## src/rtl/math_peak_find_17.sv

```systemverilog
// Windowed peak search over an unsigned magnitude stream.
// Reports largest sample, first index of it, and threshold hit.
module math_peak_find_17 #(
    parameter int DW      = 17,
    parameter int AW      = 10,
    parameter int WIN_LEN = 1024
) (
    input  logic          clk,
    input  logic          rst,
    input  logic          ena,
    input  logic          start,
    input  logic          din_valid,
    input  logic [DW-1:0] din,
    input  logic [DW-1:0] thresh,
    output logic          busy,
    output logic          peak_valid,
    output logic [DW-1:0] peak_mag,
    output logic [AW-1:0] peak_idx,
    output logic          peak_hit,
    output logic          overrun
);

    if (WIN_LEN < 2 || WIN_LEN > (1 << AW)) begin : g_bad_cfg
        $error("math_peak_find_17: WIN_LEN out of range 2..2^AW");
    end

    localparam logic [AW-1:0] LAST = AW'(WIN_LEN - 1);

    typedef enum logic {
        IDLE,
        SEARCH
    } state_t;

    state_t        state;
    logic [AW-1:0] cnt;
    logic [AW-1:0] max_idx;
    logic [DW-1:0] max_mag;
    logic [DW-1:0] thr;

    logic          first;
    logic          last;
    logic [DW-1:0] next_mag;
    logic [AW-1:0] next_idx;

    // Running max including the current sample; index 0 loads unconditionally,
    // later samples win only on strictly greater so ties keep the earliest.
    always_comb begin
        first    = (cnt == '0);
        last     = (cnt == LAST);
        next_mag = max_mag;
        next_idx = max_idx;
        if (first || (din > max_mag)) begin
            next_mag = din;
            next_idx = cnt;
        end
    end

    // Control FSM, running max and registered result outputs.
    always_ff @(posedge clk) begin
        if (!rst) begin
            state      <= IDLE;
            busy       <= 1'b0;
            peak_valid <= 1'b0;
            peak_mag   <= '0;
            peak_idx   <= '0;
            peak_hit   <= 1'b0;
            overrun    <= 1'b0;
            cnt        <= '0;
            max_mag    <= '0;
            max_idx    <= '0;
            thr        <= '0;
        end else if (ena) begin
            peak_valid <= 1'b0;
            overrun    <= (state == SEARCH) && start;
            unique case (state)
                IDLE: begin
                    if (start) begin
                        state <= SEARCH;
                        busy  <= 1'b1;
                        thr   <= thresh;
                        if (din_valid) begin
                            max_mag <= din;
                            max_idx <= '0;
                            cnt     <= AW'(1);
                        end
                    end
                end
                SEARCH: begin
                    if (din_valid) begin
                        max_mag <= next_mag;
                        max_idx <= next_idx;
                        if (last) begin
                            peak_mag   <= next_mag;
                            peak_idx   <= next_idx;
                            peak_hit   <= (next_mag >= thr);
                            peak_valid <= 1'b1;
                            state      <= IDLE;
                            busy       <= 1'b0;
                            cnt        <= '0;
                        end else begin
                            cnt <= cnt + 1'b1;
                        end
                    end
                end
            endcase
        end
    end

endmodule

```

## config.mk

```make
export PLATFORM = sky130hd
export DESIGN_NAME = math_peak_find_17
export DESIGN_NICKNAME = d
export VERILOG_FILES = /design/src/rtl/math_peak_find_17.sv
export SDC_FILE = /design/constraint.sdc
export NUM_CORES = 1
export LEC_CHECK = 0
export ABC_CLOCK_PERIOD_IN_PS = 12300
export CORE_ASPECT_RATIO = 1.5
export CORE_UTILIZATION = 40
export CTS_CLUSTER_SIZE = 16
export DETAILED_ROUTE_END_ITERATION = 12
export PLACE_DENSITY_LB_ADDON = 0.12
export SLEW_MARGIN = 20
export SYNTH_ARGS = -nofsm -noshare
export SYNTH_HDL_FRONTEND = slang
export SYNTH_SLANG_ARGS = --single-unit
```

## constraint.sdc

```tcl
create_clock -name clk -period 12.3 [get_ports clk]
set_clock_uncertainty 0.1 [all_clocks]
set_input_delay 2.46 -clock clk [delete_from_list [all_inputs] [get_ports clk]]
set_output_delay 2.46 -clock clk [all_outputs]
set_load 0.05 [all_outputs]
```

# Yosys cells after proc, flatten, opt, wreduce, memory -nomap -nowiden
# Cells that the tools add are included.
# word_totals
reg_bits	86
wordCells	53
out_inout_bits	31
input_bits	39
# op_classes
eq_ne	5
reduce_logical	7
muxes	26
bitwise	1
n_lt_le_gt_ge	2
add_sub_neg	1
# ops
op	count
10-bit 2-to-1 mux	8
17-bit 2-to-1 mux	4
10-bit case mux with 2 select lines	2
17-bit case mux with 2 select lines	1
17-bit >= comparator	1
17-bit greater-than comparator	1
4-bit AND reduction	3
10-bit by 1-bit adder with 10-bit output, second input constant	1
10-bit == test, second input constant	1
10-bit logical NOT	1
1-bit 2-to-1 mux	9
2-bit inequality test, second input constant	3
1-bit case mux with 2 select lines	2
3-bit AND reduction	1
2-bit by 1-bit inequality test with 1-bit output, second input constant	1
1-bit logical AND	1
1-bit logical OR	1
1-bit inverter	1

# Logic depth before layout (Yosys ltp)
# Gate-level depths: netlist (run 1).
# depth
word_depth	5
ltp_mapped	16
depth_no_buf	15

# Worst setup path after synthesis (run 1)
# No wires, ideal clock.
# synth_timing
kind	input port to flip-flop
start	input port din[2]
end	register peak_hit
stages	15
setup_slack_ps	6535
path_buffers	1
setup_time_ps	122
arrival_ps	5544
path_cell_list	ha_1 a211o_1 a221o_1 a211o_1 o21ai_4 nand2_4 buf_6 mux2_1 ha_1 a21o_1 a21o_1 a211oi_1 o21ai_0 o21ai_0 a21oi_1
# synth_between
elab_chain_len	4
# synth_lines
item	line_no	rtl
from (decl)	13	input logic [DW-1:0] din,
17-bit greater-than comparator	52	if (first || (din > max_mag)) begin
1-bit logical OR	52	
17-bit 2-to-1 mux *	52	
via next_mag[2]	42	logic [DW-1:0] next_mag;
17-bit >= comparator *	95	peak_hit <= (next_mag >= thr);
to (signal assigned)	95	
to (decl)	19	output logic peak_hit,
# Mark *: on every way through the listed nets, which the timed path passes. The rest lies on a longest branch.
# A chain may end at the register's enable or synchronous reset.

# Worst setup path after layout (run 1)
# Ends and elaborated chain as after synthesis.

==> results of run 1 <==
==> per-stage QoR <==
stage	instances	power [mW]	instance area, sq um
6_report	742	0.630	5490
5_1_grt	742	0.662	5490
4_1_cts	742	0.638	5490
3_5_place_dp	726	0.384	5220
3_3_place_gp	726	0.382	5220
2_1_floorplan	539	0.352	4480
==> per-layer routing <==
| metal | up-vias | wire [um] |
|---|---|---|
| met3 | 24 | 346 |
| li1 | 1966 | - |
| met4 | 0 | 356 |
| met5 | - | 0 |
| met1 | 1853 | 4610 |
| met2 | 71 | 6050 |
==> worst max-delay path: stages <==
cell	delay, ps
clkdlybuf4s50_1	470
ha_1	340
a211o_1	290
a221o_1	330
a211o_1	310
o21ai_4	640
nand2_4	310
mux2_1	400
ha_1	290
a21o_1	160
a21o_1	170
a211oi_1	240
o21ai_0	100
o21ai_0	190
a21oi_1	80
==> layout by cell type, fill, tap and decap left out, types with 10 or more instances in the layout <==
cell	instances
a21boi_0	20
mux2i_1	19
a21oi_1	19
ha_1	36
nor2_1	24
o21ai_0	37
dfxtp_1	86
o22ai_1	19
clkdlybuf4s50_1	68
o32ai_1	10
inv_1	40
nand2_1	115
==> logic make-up after synthesis <==
family,count (synthesis)
AND/OR/NAND/NOR,178
buffers and inverters,70
XOR/XNOR,7
flip-flops,86
multiplexers,35
adder cells (fa/ha/maj),36
AO/OA/AOI/OAI,127
==> state kept, by name, summed over array words and instances (netlist names), 10 cells and up <==
name / flops
cnt: 10
max_idx: 10
max_mag: 17
peak_idx: 10
peak_mag: 17
thr: 17
==> power by group <==
group	internal (mW)	switching [mW]	total, mW
registers	0.284	0.00510	0.289
logic	0.0390	0.0492	0.0882
clock network	0.137	0.115	0.252
==> path summary, 6_finish.rpt <==
check / to / slack (ps) / depth (start not counted)
max: peak_hit / 5640 / 15
min: peak_mag[1] / 350 / 2
max reg2reg: peak_hit / 7830 / 15
min reg2reg: peak_mag[1] / 350 / 2
==> synth_stat cells (all sizes together), types with 9 or more instances <==
| cell type | number | share of area |
|---|---|---|
| clkbuf | 24 | 0.020 |
| nor2 | 25 | 0.021 |
| nand2 | 116 | 0.099 |
| a21oi | 19 | 0.021 |
| o21ai | 39 | 0.046 |
| mux2 | 16 | 0.040 |
| o32ai | 10 | 0.020 |
| mux2i | 19 | 0.042 |
| ha | 36 | 0.10 |
| a21boi | 20 | 0.034 |
| dfxtp | 86 | 0.38 |
| o22ai | 19 | 0.027 |
| inv | 40 | 0.034 |
| nand4 | 9 | 0.013 |
==> cell type report <==
type	instances	area [sq um]	share of cell area
well taps	147	184	0.0335
multi-input cells	383	2470	0.449
flip-flops and latches	86	1720	0.313
clock inverters	7	50.0	0.00911
repair buffers	70	693	0.126
clock buffers	9	225	0.0410
inverters	40	150	0.0273
==> summary by stage, run 1 <==
Floorplan
The number of rows in the core area is 47. The floorplan step set the die width to 88.4 um. The floorplan core area is 11000 sq um. The initial utilization of the core area, before any placement, comes to 0.407. The die covers 11600 sq um.

The number of ports placed on the die boundary is 70. The floorplan step set the die height to 132 um.

Global routing
Entering global routing, the biggest net connects 89 pins. The peak-usage layer in the global routing report is met2. The global-route track usage on met3 is 0.0377. The total routing resource utilization after global routing is 0.207. The via count of the first global-routing pass is 3964. The met1 usage is 0.222. The first global-routing pass estimated 18600 um of wire. In the global route stage, met2 resource usage came out at 0.379. For this run the aggregate overflow at the end of global routing stands at 0.

The number of antenna violations at the first check in global routing is 0.

Clocking
The setup fix buffers added after clock tree synthesis is 0. The clock latency on the worst-skew pair is 340 ps. CTS saw 86 sinks.

The number of buffers inserted for hold repair after clock tree synthesis is 0. The number of buffers inserted during clock tree synthesis is 9. The number of gates given a new drive strength after cts is 0. CTS placed an instance of clkbuf_16 at the clock tree root. The number of H-tree branching levels is 3. The clock edge transition at the registers on the reported setup and hold paths is 70 ps. No sink is reached through more buffers than the 2 on the longest clock path. The TritonCTS clock tree is done.

Worst setup path
The biggest fanout along the worst timing path is 27. The most critical setup path has its startpoint at din[2]. The signal arrival time at the worst endpoint is 6790 ps.

The startpoint identified for the worst register-to-register timing path is max_mag[2]. The data required time of the worst path is 12430 ps. The critical path is of the primary input to flip-flop type. The kind of end point of the critical path is a flip-flop. STA classifies the critical path startpoint as a primary input.

Synth
Of the total synthesized cell area, the portion taken by XOR and XNOR cells is 0.0137. The synthesized design contains 0 enable-type register cells. The netlist area before placement is 4480 sq um. The post-synthesis compound-gate area fraction is 0.183.

Counting flops and latches in the post-synthesis netlist gives 86. Synthesis produced 539 cells. The async set-or-reset flop fraction in the synthesized netlist is 0. The share of synthesized area occupied by flip-flops and latches is 0.384. In this run, distinct cell masters in the synthesized netlist total 43. The average instance area after synthesis is 8.31 sq um. The net count after synthesis is 614. Of the total synthesized cell area, the portion taken by AND, OR, NAND and NOR gates is 0.171. During synthesis, Yosys emitted a total of 0 warnings. By area, the combinational part of the netlist is dominated by compound AO/OA/AOI/OAI gates.

The most used flip-flop cell after synthesis is dfxtp_1. The multiplexer fraction of the synthesized cell area is 0.0827. Of the total synthesized cell area, the portion taken by full adders, half adders and majority gates is 0.101.

Worst hold path
The class of the worst hold path is flip-flop to flip-flop. The startpoint identified for the worst hold timing path is peak_mag[1].

Timing
The final clock period utilization by the worst path is 0.542. The peak clock frequency supported by timing is 0.150 GHz. Measured against its own limit, the worst slew margin works out to 0.277. Setup slack closes at 5640 ps. The post-route setup TNS is 0 ps. The final period demand of the worst path is 6660 ps. The tightest hold path in the finished design has a slack of 350 ps. Setup repair after global routing left no endpoint under its margin. The number of pins with negative max-slew slack in the final report was 0. Setup violations remaining at the end of the flow were counted as 0.

At the pin with the least slew margin, the transition time is 1080 ps. The number of hold violations in the final report came to 0.

Drt
The detailed router placed 3914 vias in this run. The number of search-and-repair iterations in the first detailed-routing pass is 4. The average wire per cell in the routed design is 15.3 um.

The detail-routed via count per cell is 5.27. The remaining antenna violation count is 0. The count of unresolved DRC violations after routing is 0. The total routed wirelength is 11400 um. The number of DRC violations after detailed-routing iteration 0 is 104.

Finish
Compared with the post-synthesis result, the final layout area differs by 22.6%. The number of antenna diodes in the final layout is 0. The layout has 1081 filler cells. In the final layout, the share of cells above drive strength 1 is 0.0487.

The number of nets in the finished design is 665. Measured on the finished design, the core utilization comes to 0.499.

Power
The cell leakage power is 2.11 nW. The cell area power density is 115 nW/um^2. VDD sags by at most 58.6 uV.

Place
Summed over all nets, the half-perimeter wirelength after detailed placement is 8300 um. The minimum setup slack after placement is 5320 ps. The global placement routability congestion is 0.896. In this run the tool buffered the top-level ports with 69 buffer cells.

Status
The run finished with clean final reports.

Job
The number of max-capacitance violations reported is 0.
(Power assumes the default switching activity.)
==> run 2, diff against run 1 <==
ABC_CLOCK_PERIOD_IN_PS = 6550   (was 12300)
clock period = 6.55 ns   (was 12.3 ns; I/O delays follow)
==> summary by stage, run 2 (synthesized netlist as in run 1, its figures left out) <==
Place
The area after detailed placement came to 5220 sq um (+0.14%). The number of cells in the design after placement is 727 (+0.14%). The global placement routability congestion is 0.851 (-5.1%). The sum of net half-perimeters after detailed placement came to 8240 um (-0.82%). The minimum setup slack after placement was 1340 ps (-3980 ps). The number of buffers added on ports came to 69 (unchanged).

Drt
The detail-routed via count per cell was 5.33 (+0.99%). The remaining antenna violation count is 0 (unchanged). The total routed wirelength is 11400 um (+0.43%). The average wire per cell in the routed design is 15.3 um (+0.30%).

The count of unresolved DRC violations after routing is 2 (+2). The total number of vias was 3958 (+1.1%). The number of search-and-repair iterations in the first detailed-routing pass is 8 (+4).

The number of DRC violations after detailed-routing iteration 0 is 154 (+48%).

Clocking
The TritonCTS clock tree is done. The clock latency on the worst-skew pair is 340 ps (about the same). The number of buffers inserted for hold repair after clock tree synthesis came to 0 (unchanged). The number of buffers inserted during clock tree synthesis was 9 (unchanged). The number of buffers on the longest clock path came to 2 (unchanged).

The number of H-tree branching levels was 3 (unchanged). The number of clock sinks seen by CTS is 86 (unchanged). The number of gates given a new drive strength after cts was 0 (unchanged). The setup fix buffers added after clock tree synthesis is 0 (unchanged).

The buffer cell driving the clock tree root is clkbuf_16. The clock edge transition at the registers on the reported setup and hold paths is 60 ps (about the same).

Timing
In the finished design, the share of the clock period the worst path needs comes to 0.746. The setup violation total in the final timing report came to 0 (unchanged). The number of hold violations in the final report is 0 (unchanged). Timing would allow up to 0.205 GHz. The number of pins with negative max-slew slack in the final report is 0 (unchanged).

The worst relative slew slack is 0.267 (-0.00971). The post-route setup TNS is 0 ps (unchanged). The worst path setup slack after routing is 1660 ps (-3970 ps). Counting I/O delays and the setup requirement, the final critical path takes 4890 ps.

Setup repair after global routing left no endpoint under its margin. The worst-case hold slack is 350 ps (-0.569 ps). The transition time at the pin with the least slew margin is 1090 ps (+9.45 ps).

Worst setup path
The critical path ends at peak_hit. The cell count of the worst reg-to-reg path is 15 (unchanged). The kind of end point of the critical path is a flip-flop. The biggest fanout along the worst timing path is 17 (-37%). The data required time of the worst path is 6670 ps (-5760 ps). The startpoint type of the worst setup path is a primary input.

The startpoint of the most critical register-to-register path is max_mag[2]. The beginning of the critical path is din[2]. In this run the critical register-to-register path is captured at peak_hit. The signal arrival time at the worst endpoint is 5010 ps (-1780 ps). The critical path start-end classification is primary input to flip-flop. The register-to-register path setup slack came to 2720 ps (-5110 ps).

Status
The run finished, with violations left. The final reports fail on DRC.

Global routing
The total overflow reported by the global router is 0 (unchanged). The number of antenna violations at the first check in global routing is 0 (unchanged). The via count of the first global-routing pass is 3940 (-0.61%).

The global-route wire length before repair is 19000 um (+2.2%). The largest net degree at the start of global routing was 63 (-29%). The total routing resource utilization after global routing is 0.211 (+0.00346).

Power
The cell area power density is 223 nW/um^2 (+95%). The cell leakage power is 2.14 nW (+1.4%). The worst voltage drop across the vdd grid was 144 uV (+150%).

Floorplan
The number of rows in the core area is 47 (unchanged). The horizontal die dimension is 88.4 um (unchanged). The floorplan core area is 11000 sq um (unchanged). The starting density of the core is 0.407 (unchanged).

The number of ports placed on the die boundary is 70 (unchanged). The area of the die is 11600 sq um (unchanged). The die height is 132 um (unchanged).

Finish
The total of fill cells in the finished design is 1099 (+1.7%). The largest registers in the layout are max_mag (17), peak_mag (17), thr (17). The final cell count without fillers came to 743 (+0.13%). The number of nets in the finished design came to 666 (+0.15%). Relative to the synthesized area, the layout overhead comes to 23.5%. Leaving out fill and tap cells, the most frequent cells in the layout are nand2_1 (115), dfxtp_1 (86), clkdlybuf4s50_1 (68). The share of final-layout standard cells stronger than drive strength 1 came to 0.0503 (+0.00160).

The most common cell after layout, fill and taps aside is nand2_1. The antenna diode count came to 0 (unchanged). The post-layout instance area was 5530 sq um (+0.75%).

Worst hold path
The class of the worst hold path is flip-flop to flip-flop.

Job
The number of max-capacitance violations reported is 0 (unchanged).
run 2: cell count changes in the layout (fill, tap and decap cells not counted), sizes merged:
cell / change
bufinv: +1
clkinvlp: -3
clkinv: +1
clkbuf: +1
buf: +1
run 2: routing by layer:
layer  global-route usage  share of wire
met4               0.0762          0.021
met5                    0              0
met1                0.230           0.40
met2                0.390           0.54
met3               0.0377          0.030
run 2: where the power goes:
group	switching [mW]	internal, mW
clock network	0.216	0.309
registers	0.00946	0.534
logic	0.0936	0.0742
run 2: through the flow:
stage	total power, mW	utilization
2_1_floorplan	0.662	-
3_3_place_gp	0.719	0.475
3_5_place_dp	0.723	0.475
4_1_cts	1.25	0.503
5_1_grt	1.29	0.503
6_report	1.24	0.503
run 2: worst max-delay path, cell delays in order:
cell,delay [ps]
clkdlybuf4s50_1,480
ha_1,330
a211o_1,290
a221o_1,320
a211o_1,310
o21ai_4,190
nand2_4,180
mux2_1,370
ha_1,290
a21o_1,160
a21o_1,170
a211oi_1,230
o21ai_0,100
o21ai_0,190
a21oi_1,80
run 2: area by class of cell:
| type | instances | area [sq um] | area share |
|---|---|---|---|
| inverter | 40 | 150 | 0.0271 |
| timing repair buffer | 71 | 701 | 0.127 |
| clock buffer | 10 | 239 | 0.0432 |
| multi-input combinational | 383 | 2470 | 0.446 |
| tap | 147 | 184 | 0.0332 |
| clock inverter | 6 | 70.1 | 0.0127 |
| sequential | 86 | 1720 | 0.311 |
run 2: how the worst min path moves through the flow:
stage	from	to	slack [ps]	cells past startpoint
floorplan	thr[10]	thr[10]	340	2
global placement	peak_mag[2]	peak_mag[2]	330	2
detailed placement	peak_mag[5]	peak_mag[5]	340	2
global route	peak_mag[16]	peak_mag[16]	380	2
CTS	peak_mag[5]	peak_mag[5]	360	2
finish	peak_mag[5]	peak_mag[5]	350	2
